==> src/rtl/pwm_ctrl_pkg.sv <==
// pwm_ctrl_pkg
// Shared defaults and types for the PWM controller slice.
//   NCH_DEF  default number of PWM channels
//   CW_DEF   default counter / duty width (period is 2^CW counts)
//   PW_DEF   default prescaler width
//   duty_t   duty value type at the default width
//   MAX_CNT  last count of a period at the default width
package pwm_ctrl_pkg;

    localparam int NCH_DEF = 4;
    localparam int CW_DEF  = 8;
    localparam int PW_DEF  = 8;

    typedef logic [CW_DEF-1:0] duty_t;

    localparam duty_t MAX_CNT = duty_t'((1 << CW_DEF) - 1);

endpackage

==> src/rtl/pwm_ctrl_rr_arbiter.sv <==
// rr_arbiter
// Round-robin arbiter with a registered search pointer.
//   clk    rising-edge clock
//   rst    synchronous active-high reset, pointer returns to 0
//   req    N-wide request vector
//   grant  one-hot (or zero) grant, combinational from req and pointer
// After a grant to index i the pointer moves to (i+1) mod N, so the
// winner becomes the lowest-priority requester on the next cycle.
module rr_arbiter #(
    parameter int N = 4
) (
    input  logic         clk,
    input  logic         rst,
    input  logic [N-1:0] req,
    output logic [N-1:0] grant
);

    localparam int PTRW = (N > 1) ? $clog2(N) : 1;
    localparam logic [PTRW-1:0] LAST = PTRW'(N - 1);

    logic [PTRW-1:0] ptr;
    logic [PTRW-1:0] cand;
    logic [PTRW-1:0] win;
    logic            found;

    // Walk the request vector once, starting at the pointer and wrapping
    // at N-1, so non-power-of-two widths wrap correctly; the first
    // requester seen wins.
    always_comb begin
        grant = '0;
        found = 1'b0;
        win   = ptr;
        cand  = ptr;
        for (int k = 0; k < N; k++) begin
            if (!found && req[cand]) begin
                grant[cand] = 1'b1;
                found       = 1'b1;
                win         = cand;
            end
            cand = (cand == LAST) ? '0 : cand + PTRW'(1);
        end
    end

    // Pointer only moves when something was granted.
    always_ff @(posedge clk) begin
        if (rst) begin
            ptr <= '0;
        end else if (found) begin
            ptr <= (win == LAST) ? '0 : win + PTRW'(1);
        end
    end

endmodule

==> src/rtl/pwm_ctrl.sv <==
// pwm_ctrl
// Multi-channel PWM generator sharing one prescaled period counter, with
// double-buffered duty updates committed at the period boundary.
//   clk           rising-edge clock
//   rst           synchronous active-high reset
//   en            run enable for prescaler and period counter
//   prescale      tick divider, one counter tick every prescale+1 cycles
//   upd_valid     per-channel duty update request
//   upd_duty      per-channel requested duty, channel i at [i*CW +: CW]
//   upd_ready     per-channel grant, combinational, one-hot or zero
//   pwm_out       registered PWM outputs
//   period_start  registered one-cycle strobe marking the start of a period
module pwm_ctrl
    import pwm_ctrl_pkg::*;
#(
    parameter int NCH = NCH_DEF,
    parameter int CW  = CW_DEF,
    parameter int PW  = PW_DEF
) (
    input  logic              clk,
    input  logic              rst,
    input  logic              en,
    input  logic [PW-1:0]     prescale,
    input  logic [NCH-1:0]    upd_valid,
    input  logic [NCH*CW-1:0] upd_duty,
    output logic [NCH-1:0]    upd_ready,
    output logic [NCH-1:0]    pwm_out,
    output logic              period_start
);

    // Last count of a period at this instance's width.
    localparam logic [CW-1:0] CNT_TOP = {CW{1'b1}};

    logic [PW-1:0]  psc;
    logic [CW-1:0]  cnt;
    logic           tick;
    logic           wrap;
    logic           en_prev;
    logic [NCH-1:0] req;
    logic [NCH-1:0] grant;
    logic [NCH-1:0] xfer;
    logic [NCH-1:0] pending;
    logic [CW-1:0]  shadow [NCH];
    logic [CW-1:0]  active [NCH];

    // The >= compare means lowering prescale below the running count
    // fires a tick immediately instead of waiting for the prescaler to
    // roll over its full range.
    assign tick = en && (psc >= prescale);
    assign wrap = tick && (cnt == CNT_TOP);

    // Requests are masked on the wrap cycle so a transfer never lands in
    // the same cycle as a commit, and masked during reset so upd_ready
    // stays low.
    assign req       = (rst || wrap) ? '0 : (upd_valid & ~pending);
    assign upd_ready = grant;
    assign xfer      = upd_valid & upd_ready;

    rr_arbiter #(
        .N(NCH)
    ) u_arb (
        .clk   (clk),
        .rst   (rst),
        .req   (req),
        .grant (grant)
    );

    // Prescaler and period counter. Both are held at 0 while disabled so
    // that re-enabling always starts a fresh period from count 0.
    always_ff @(posedge clk) begin
        if (rst || !en) begin
            psc <= '0;
            cnt <= '0;
        end else if (tick) begin
            psc <= '0;
            cnt <= cnt + CW'(1);
        end else begin
            psc <= psc + PW'(1);
        end
    end

    // Output stage. period_start fires after every wrap and after the
    // first enabled cycle; en_prev remembers the previous enable so the
    // latter case can be detected.
    always_ff @(posedge clk) begin
        if (rst) begin
            en_prev      <= 1'b0;
            period_start <= 1'b0;
            pwm_out      <= '0;
        end else begin
            en_prev      <= en;
            period_start <= en && (wrap || !en_prev);
            for (int i = 0; i < NCH; i++) begin
                pwm_out[i] <= en && (cnt < active[i]);
            end
        end
    end

    // Duty double buffer. While running, an accepted update parks in the
    // shadow register and is flagged pending until the next wrap copies
    // it into the active register. While stopped there is no period to
    // protect, so updates go straight to active. Pending flags survive
    // en dropping and commit at the first wrap once running again.
    always_ff @(posedge clk) begin
        if (rst) begin
            pending <= '0;
            for (int i = 0; i < NCH; i++) begin
                shadow[i] <= '0;
                active[i] <= '0;
            end
        end else if (wrap) begin
            for (int i = 0; i < NCH; i++) begin
                if (pending[i]) begin
                    active[i] <= shadow[i];
                end
            end
            pending <= '0;
        end else begin
            for (int i = 0; i < NCH; i++) begin
                if (xfer[i]) begin
                    shadow[i] <= upd_duty[i*CW +: CW];
                    if (en) begin
                        pending[i] <= 1'b1;
                    end else begin
                        active[i] <= upd_duty[i*CW +: CW];
                    end
                end
            end
        end
    end

endmodule

==> config.mk <==
export PLATFORM = sky130hd
export DESIGN_NAME = pwm_ctrl
export DESIGN_NICKNAME = d
export VERILOG_FILES = /design/src/rtl/pwm_ctrl_pkg.sv /design/src/rtl/pwm_ctrl_rr_arbiter.sv /design/src/rtl/pwm_ctrl.sv
export SDC_FILE = /design/constraint.sdc
export NUM_CORES = 1
export LEC_CHECK = 0
export ABC_AREA = 1
export CAP_MARGIN = 30
export CORE_MARGIN = 2
export CORE_UTILIZATION = 34
export DETAILED_ROUTE_END_ITERATION = 8
export SYNTH_ARGS = -nofsm -noshare
export SYNTH_HDL_FRONTEND = slang
export SYNTH_SLANG_ARGS = --single-unit
==> constraint.sdc <==
create_clock -name clk -period 2.55 [get_ports clk]
set_input_delay 0.255 -clock clk [delete_from_list [all_inputs] [get_ports clk]]
set_output_delay 0.255 -clock clk [all_outputs]
set_load 0.02 [all_outputs]
==> impl_metrics.toml, run 1 <==
[route]
drt-initial-drc-count = 140
top_layer = "met4"
first_pass_iters = 5
dr_wl_met3_um = 383
wire_per_inst_um = 13.5
wl_met2_mm = 6.95
wl_met1_mm = 5.94
totalWireLength_mm = 13.7
routed_via_density = 4.65
final_antenna_net_count = 0
num_vias = 4729
drc = 0

[grt]
antenna_found_initial = 0
grt_usage_pct = 16.5
grt_pass1_wl_mm = 21.8
grt_pass1_vias = 4603
grt_max_degree = 17
gr-total-overflow = 0

[setup_path]
worstSetupPathType = "flip-flop to flip-flop"
cp-end-kind = "flip-flop"
cp_cell_sequence = "ha_4 -> nand2_4 -> nor2_4 -> nand4_4 -> nand3_4 -> nand3_4 -> nand4_1 -> nand3_2 -> nand2_4 -> nand2_2 -> nor2_4 -> nand3_2 -> nand2_4 -> nand3_4 -> buf_6 -> nand3b_1 -> buf_6"
worstPathArrival_ns = 3.02
path_buf_inv = 2
reg2reg_setup_slack_ns = -0.41
crit_slowest_cell = "dfxtp_4"
crit_required_ns = 2.61
cp_top_family = "simple AND/OR/NAND/NOR gates"
max_stage_delay_ns = 0.35
startpoint_type = "flip-flop"
critPathMaxFanout = 8

[yosys]
synth_edf_count = 64
yosysTopAreaCellShare_pct = 35.3
synth_warnings = 0
async_flop_share_pct = 0
syn_nets = 724
synth_area_leader_cell = "edfxtp_1"
synth-main-ff-cell = "edfxtp_1"
synthTopCellsByArea = "edfxtp_1 (35%), dfxtp_1 (10%), ha_1 (10%), nand2_1 (8.1%), inv_1 (7.5%)"
synth_seq_cells = 92
yosysSeqAreaShare_pct = 45.6
synth_area_um2 = 5450
avgSynthCellArea_um2 = 8.61
syn_inst = 633
synth_cell_types = 38

[min_path]
hold_path.class = "flip-flop to flip-flop"

[clock_network]
insertion_delay_ns = 0.34
path_clk_slew_ns = 0.06
cts_buffer_depth = 2
cts-root-buf = "clkbuf_16"
numCtsBuffers = 9
cts_tree = "built"
numClockSinks = 92
htree_levels = 3
cts_hold_buf = 0

[cells_and_area]
layout_commonest_cell = "inv_1"
regArea_um2 = 2500
diodes = 0
most-common-layout-cells = "inv_1 (100), nand2_1 (97), buf_4 (79)"
drive_gt1_share_pct = 33.5
multiInputGateArea_um2 = 3140
n_fill_cell = 1468
fin_cells = 1017
nets = 887
post-route-util_pct = 51.2
areaGrowthSynthToFinish_pct = 48.1

[floorplanning]
start_util_pct = 34.6
die-area_um2 = 17100
ios = 56
fp.coreArea_um2 = 15800
die_x_um = 131
die_h_um = 131
rows = 46

[flow_run]
max_cap_violations = 0

[timing]
fin_setup_tns_ns = -30.62
period_needed_ns = 2.96
setup_ws_ns = -0.413
fin_skew_ns = 0.00510
min_period_over_period_pct = 116
worst-slew-pin-transition_ns = 0.677
timing.slew.headroom_pct = 54.8
max_freq_ghz = 0.337
drv_slew = 0
setup_viol_count_final = 136
finalHoldViolCount = 0
rsz0062_at_grt = "true"

[placed_design]
gp_congestion = 0.848
port_buffers = 55
post-place-ws_ns = -0.881
dp.cells = 981
dp_hpwl_mm = 10.0

[pwr]
max-vdd-ir-drop_v = 0.000428
leakage_nw = 3.57
powerDensity_nw_per_um2 = 848

[outcome]
violations = "setup timing"
status = "finished with violations"
## worst reg2reg max path, stage by stage (launching register included)
cell	delay [ns]
dfxtp_4	0.35
ha_4	0.29
nand2_4	0.05
nor2_4	0.11
nand4_4	0.10
nand3_4	0.15
nand3_4	0.13
nand4_1	0.15
nand3_2	0.11
nand2_4	0.15
nand2_2	0.08
nor2_4	0.17
nand3_2	0.14
nand2_4	0.14
nand3_4	0.14
buf_6	0.18
nand3b_1	0.10
buf_6	0.15
## flip-flops by register name, summed over array words and instances (netlist names)
signal	count
active	32
cnt	8
en_prev	1
pending	4
period_start	1
psc	8
pwm_out	4
shadow	32
u_arb.ptr	2
## worst paths after layout
kind	startpoint	end	cells after the start
min reg2reg	en_prev$_SDFF_PP0_	period_start$_SDFF_PP0_	1
min	en_prev$_SDFF_PP0_	period_start$_SDFF_PP0_	1
max	psc[5]$_SDFF_PP0_	active[2][5]$_DFFE_PP_	17
max reg2reg	psc[5]$_SDFF_PP0_	active[2][5]$_DFFE_PP_	17
## Yosys cell counts (2+ instances only)
library cell / n
nor4_1: 4
nor2_4: 4
nor2_2: 8
xor2_1: 3
inv_1: 109
edfxtp_1: 64
nand4_2: 2
nand2_2: 13
dfxtp_1: 28
buf_2: 2
nand3_2: 7
nand3_1: 27
nand3_4: 2
nor2_1: 77
ha_1: 44
nor3b_1: 2
a21oi_1: 30
o21ai_1: 9
o21ai_2: 19
o211ai_1: 5
nor3_1: 4
o21ai_0: 20
buf_8: 3
nand2_1: 118
a21boi_0: 4
clkbuf_1: 3
nand4_1: 11
## power breakdown
group          total (mW)  switching (mW)  internal, mW
combinational        3.45            1.94          1.51
clock                1.30           0.550         0.754
sequential           2.09           0.107          1.98
total                6.85            2.60          4.25
## per-layer routing
| layer | track usage (%) | vias up |
|---|---|---|
| met5 | 0 | - |
| met4 | 7.20 | 0 |
| met3 | 2.40 | 27 |
| met2 | 28.9 | 83 |
| met1 | 20.3 | 2198 |
| li1 | - | 2421 |
## through the flow
stage               power [mW]  instance area, um2  hold WS, ns
global placement          4.73                7110        0.447
global route              7.27                8070        0.447
finish                    6.85                8070        0.447
detailed placement        4.79                7110        0.446
CTS                       6.38                7650        0.449
floorplan                 3.68                5650        0.389
## logic make-up after synthesis
kind of cell	share of synthesized area (%)
adders and majority gates	10.1
buffers and inverters	9.18
and+or+nand+nor	24.7
xor gates and xnor gates	0.643
DFF	45.6
AOI/OAI and AO/OA	9.85
## cell type report
class | instances | share of cell area, %
sequential | 92 | 31.0
clock buffer | 9 | 2.79
timing repair inverter | 1 | 0.109
timing repair buffer | 156 | 17.8
tap | 216 | 3.35
inverter | 111 | 5.35
clock inverter | 7 | 0.822
multi-input combinational | 425 | 38.9
## repair_timing
action	4_1_cts	5_1_grt
cloned	2	4
gates resized for setup	74	79
endpoints found under the hold margin	0	0
pin swaps	6	33
setup buffers	6	9
endpoints found under the setup margin	137	138
Note: power is estimated with default switching activity, not from simulation.
==> inputs of run 2 (changes only) <==
--- a/config.mk
+++ b/config.mk
@@ -7,9 +7,13 @@
 export LEC_CHECK = 0
 export ABC_AREA = 1
 export CAP_MARGIN = 30
+export CELL_PAD_IN_SITES_DETAIL_PLACEMENT = 1
+export CELL_PAD_IN_SITES_GLOBAL_PLACEMENT = 1
 export CORE_MARGIN = 2
-export CORE_UTILIZATION = 34
+export CORE_UTILIZATION = 39
 export DETAILED_ROUTE_END_ITERATION = 8
+export PLACE_DENSITY_LB_ADDON = 0.1
+export RECOVER_POWER = 25
 export SYNTH_ARGS = -nofsm -noshare
 export SYNTH_HDL_FRONTEND = slang
 export SYNTH_SLANG_ARGS = --single-unit
==> impl_metrics.toml, run 2 (synthesized netlist as in run 1, its figures left out) <==
[timing]
setup_ws_ns = -0.541
setup_viol_count_final = 138
worst-slew-pin-transition_ns = 0.700
drv_slew = 0
max_freq_ghz = 0.324
rsz0062_at_grt = "true"
min_period_over_period_pct = 121
period_needed_ns = 3.09
finalHoldViolCount = 0
fin_worst_hold_slack_ns = 0.428
timing.slew.headroom_pct = 53.3
fin_skew_ns = 0.00754

[placed_design]
port_buffers = 55
post-place-ws_ns = -0.918
gp_congestion = 0.885
dp_hpwl_mm = 11.3

[cells_and_area]
layout_commonest_cell = "buf_4"
areaGrowthSynthToFinish_pct = 53.9
nets = 910
drive_gt1_share_pct = 39.3
diodes = 0
most-common-layout-cells = "buf_4 (100), inv_1 (97), nand2_1 (93)"
post-route-util_pct = 60.9
top_regs = "active x32, shadow x32"

[grt]
grt_max_degree = 16
gr-total-overflow = 0
antenna_found_initial = 0
grt_usage_pct = 24.4
grt_pass1_wl_mm = 27.7
grt_pass1_vias = 5477

[pwr]
switching_share_pct = 39.2
power.total_mw = 7.68
pwr-share-comb_pct = 53.4
pwr-share-clk_pct = 19.1
p_int_mw = 4.67
p_switching_mw = 3.01
leakage_nw = 3.74
seqPwrFrac_pct = 27.4
powerDensity_nw_per_um2 = 916
max-vdd-ir-drop_v = 0.000717

[route]
routed_via_density = 5.02
first_pass_iters = 4
final_antenna_net_count = 0
drt-initial-drc-count = 187
totalWireLength_mm = 17.8
num_vias = 5040
drc = 0
wire_per_inst_um = 17.7

[setup_path]
worstSetupPathType = "flip-flop to flip-flop"
cp-end-kind = "flip-flop"
critPathMaxFanout = 8
r2r_cells = 18
regToRegEndpoint = "active[3][1]$_DFFE_PP_"
startpoint_type = "flip-flop"
crit_required_ns = 2.75
worstPathArrival_ns = 3.29
r2r-start = "psc[5]$_SDFF_PP0_"
reg2reg_setup_slack_ns = -0.54

[floorplanning]
die-area_um2 = 14900
start_util_pct = 39.6
rows = 43
die_x_um = 122
fp.coreArea_um2 = 13800
ios = 56
die_h_um = 122

[outcome]
violations = "setup timing"
status = "finished with violations"

[clock_network]
numClockSinks = 92
path_clk_slew_ns = 0.06
cts_buffer_depth = 2
cts_tree = "built"
insertion_delay_ns = 0.35
numCtsBuffers = 9
htree_levels = 3
cts-root-buf = "clkbuf_16"
cts_hold_buf = 0

[flow_run]
max_cap_violations = 0

[min_path]
whs_path_depth = 1
hold_start = "en_prev$_SDFF_PP0_"
holdPathEnd = "period_start$_SDFF_PP0_"
hold_path.class = "flip-flop to flip-flop"
-- run 2: cell type report --
class | instances | area, um2
clock buffers | 12 | 246
clock inverters | 4 | 72.6
fillers | 1555 | 5390
inverters | 111 | 427
multi-input cells | 424 | 3250
flip-flops and latches | 92 | 2500
well taps | 180 | 225
repair buffers | 180 | 1660
repair inverters | 1 | 6.26
-- run 2: timing repair --
item	in CTS	in global routing
pin swaps	70	45
hold endpoints to repair	0	0
resized for setup	157	45
endpoints found under the setup margin	138	138
cloned	5	0
setup buffers	21	16
-- run 2: worst max-delay path by stage --
stage                                  from                      to  slack [ns]  depth (start not counted)
final                     psc[5]$_SDFF_PP0_  active[3][1]$_DFFE_PP_       -0.54                         18
after global routing      psc[0]$_SDFF_PP0_  active[0][3]$_DFFE_PP_       -0.72                         23
after CTS                 psc[7]$_SDFF_PP0_  active[0][0]$_DFFE_PP_       -0.34                         19
after detailed placement        prescale[3]            upd_ready[1]       -0.92                         18
after global placement          prescale[1]            upd_ready[1]       -0.83                         18
after floorplan           psc[3]$_SDFF_PP0_  active[3][0]$_DFFE_PP_       -0.27                         18
-- run 2: through the flow --
| stage | TNS (ns) | area (um2) | std cells |
|---|---|---|---|
| global placement | -85.98 | 7090 | 950 |
| CTS | -29.88 | 8150 | 991 |
| finish | -57.63 | 8390 | 1004 |
| detailed placement | -100.48 | 7090 | 950 |
| floorplan | -4.70 | 5650 | 633 |
| global route | -79.50 | 8390 | 1004 |
-- run 2: power groups by stage --
stage,combinational [mW],clock (mW),sequential (mW)
floorplan,1.57,0,2.11
global placement,2.61,0,2.12
detailed placement,2.70,0,2.13
CTS,3.55,1.49,2.10
global route,4.40,1.55,2.13
finish,4.10,1.47,2.11
-- run 2: critical path: stages, from the launching register on --
cell,delay (ns)
dfxtp_2,0.34
ha_4,0.29
nand2_2,0.07
nor2_4,0.10
nand4_2,0.10
nand3_4,0.15
nand3_4,0.15
nand4_1,0.21
nand3_2,0.14
nand2_4,0.16
nand2_4,0.07
nor2_4,0.18
nand2_2,0.11
o21ai_4,0.19
buf_6,0.14
nand3_4,0.06
buf_4,0.18
buf_12,0.14
o21ai_4,0.15
-- run 2: per-layer routing --
metal	up-vias	GRT usage (%)	part of all wire (%)	wire (um)
met5	-	0	0	0
met4	0	9.20	2.6	467
met3	35	4.68	2.9	518
met2	88	43.6	53	9430
met1	2455	28.7	42	7410
li1	2462	-	-	-
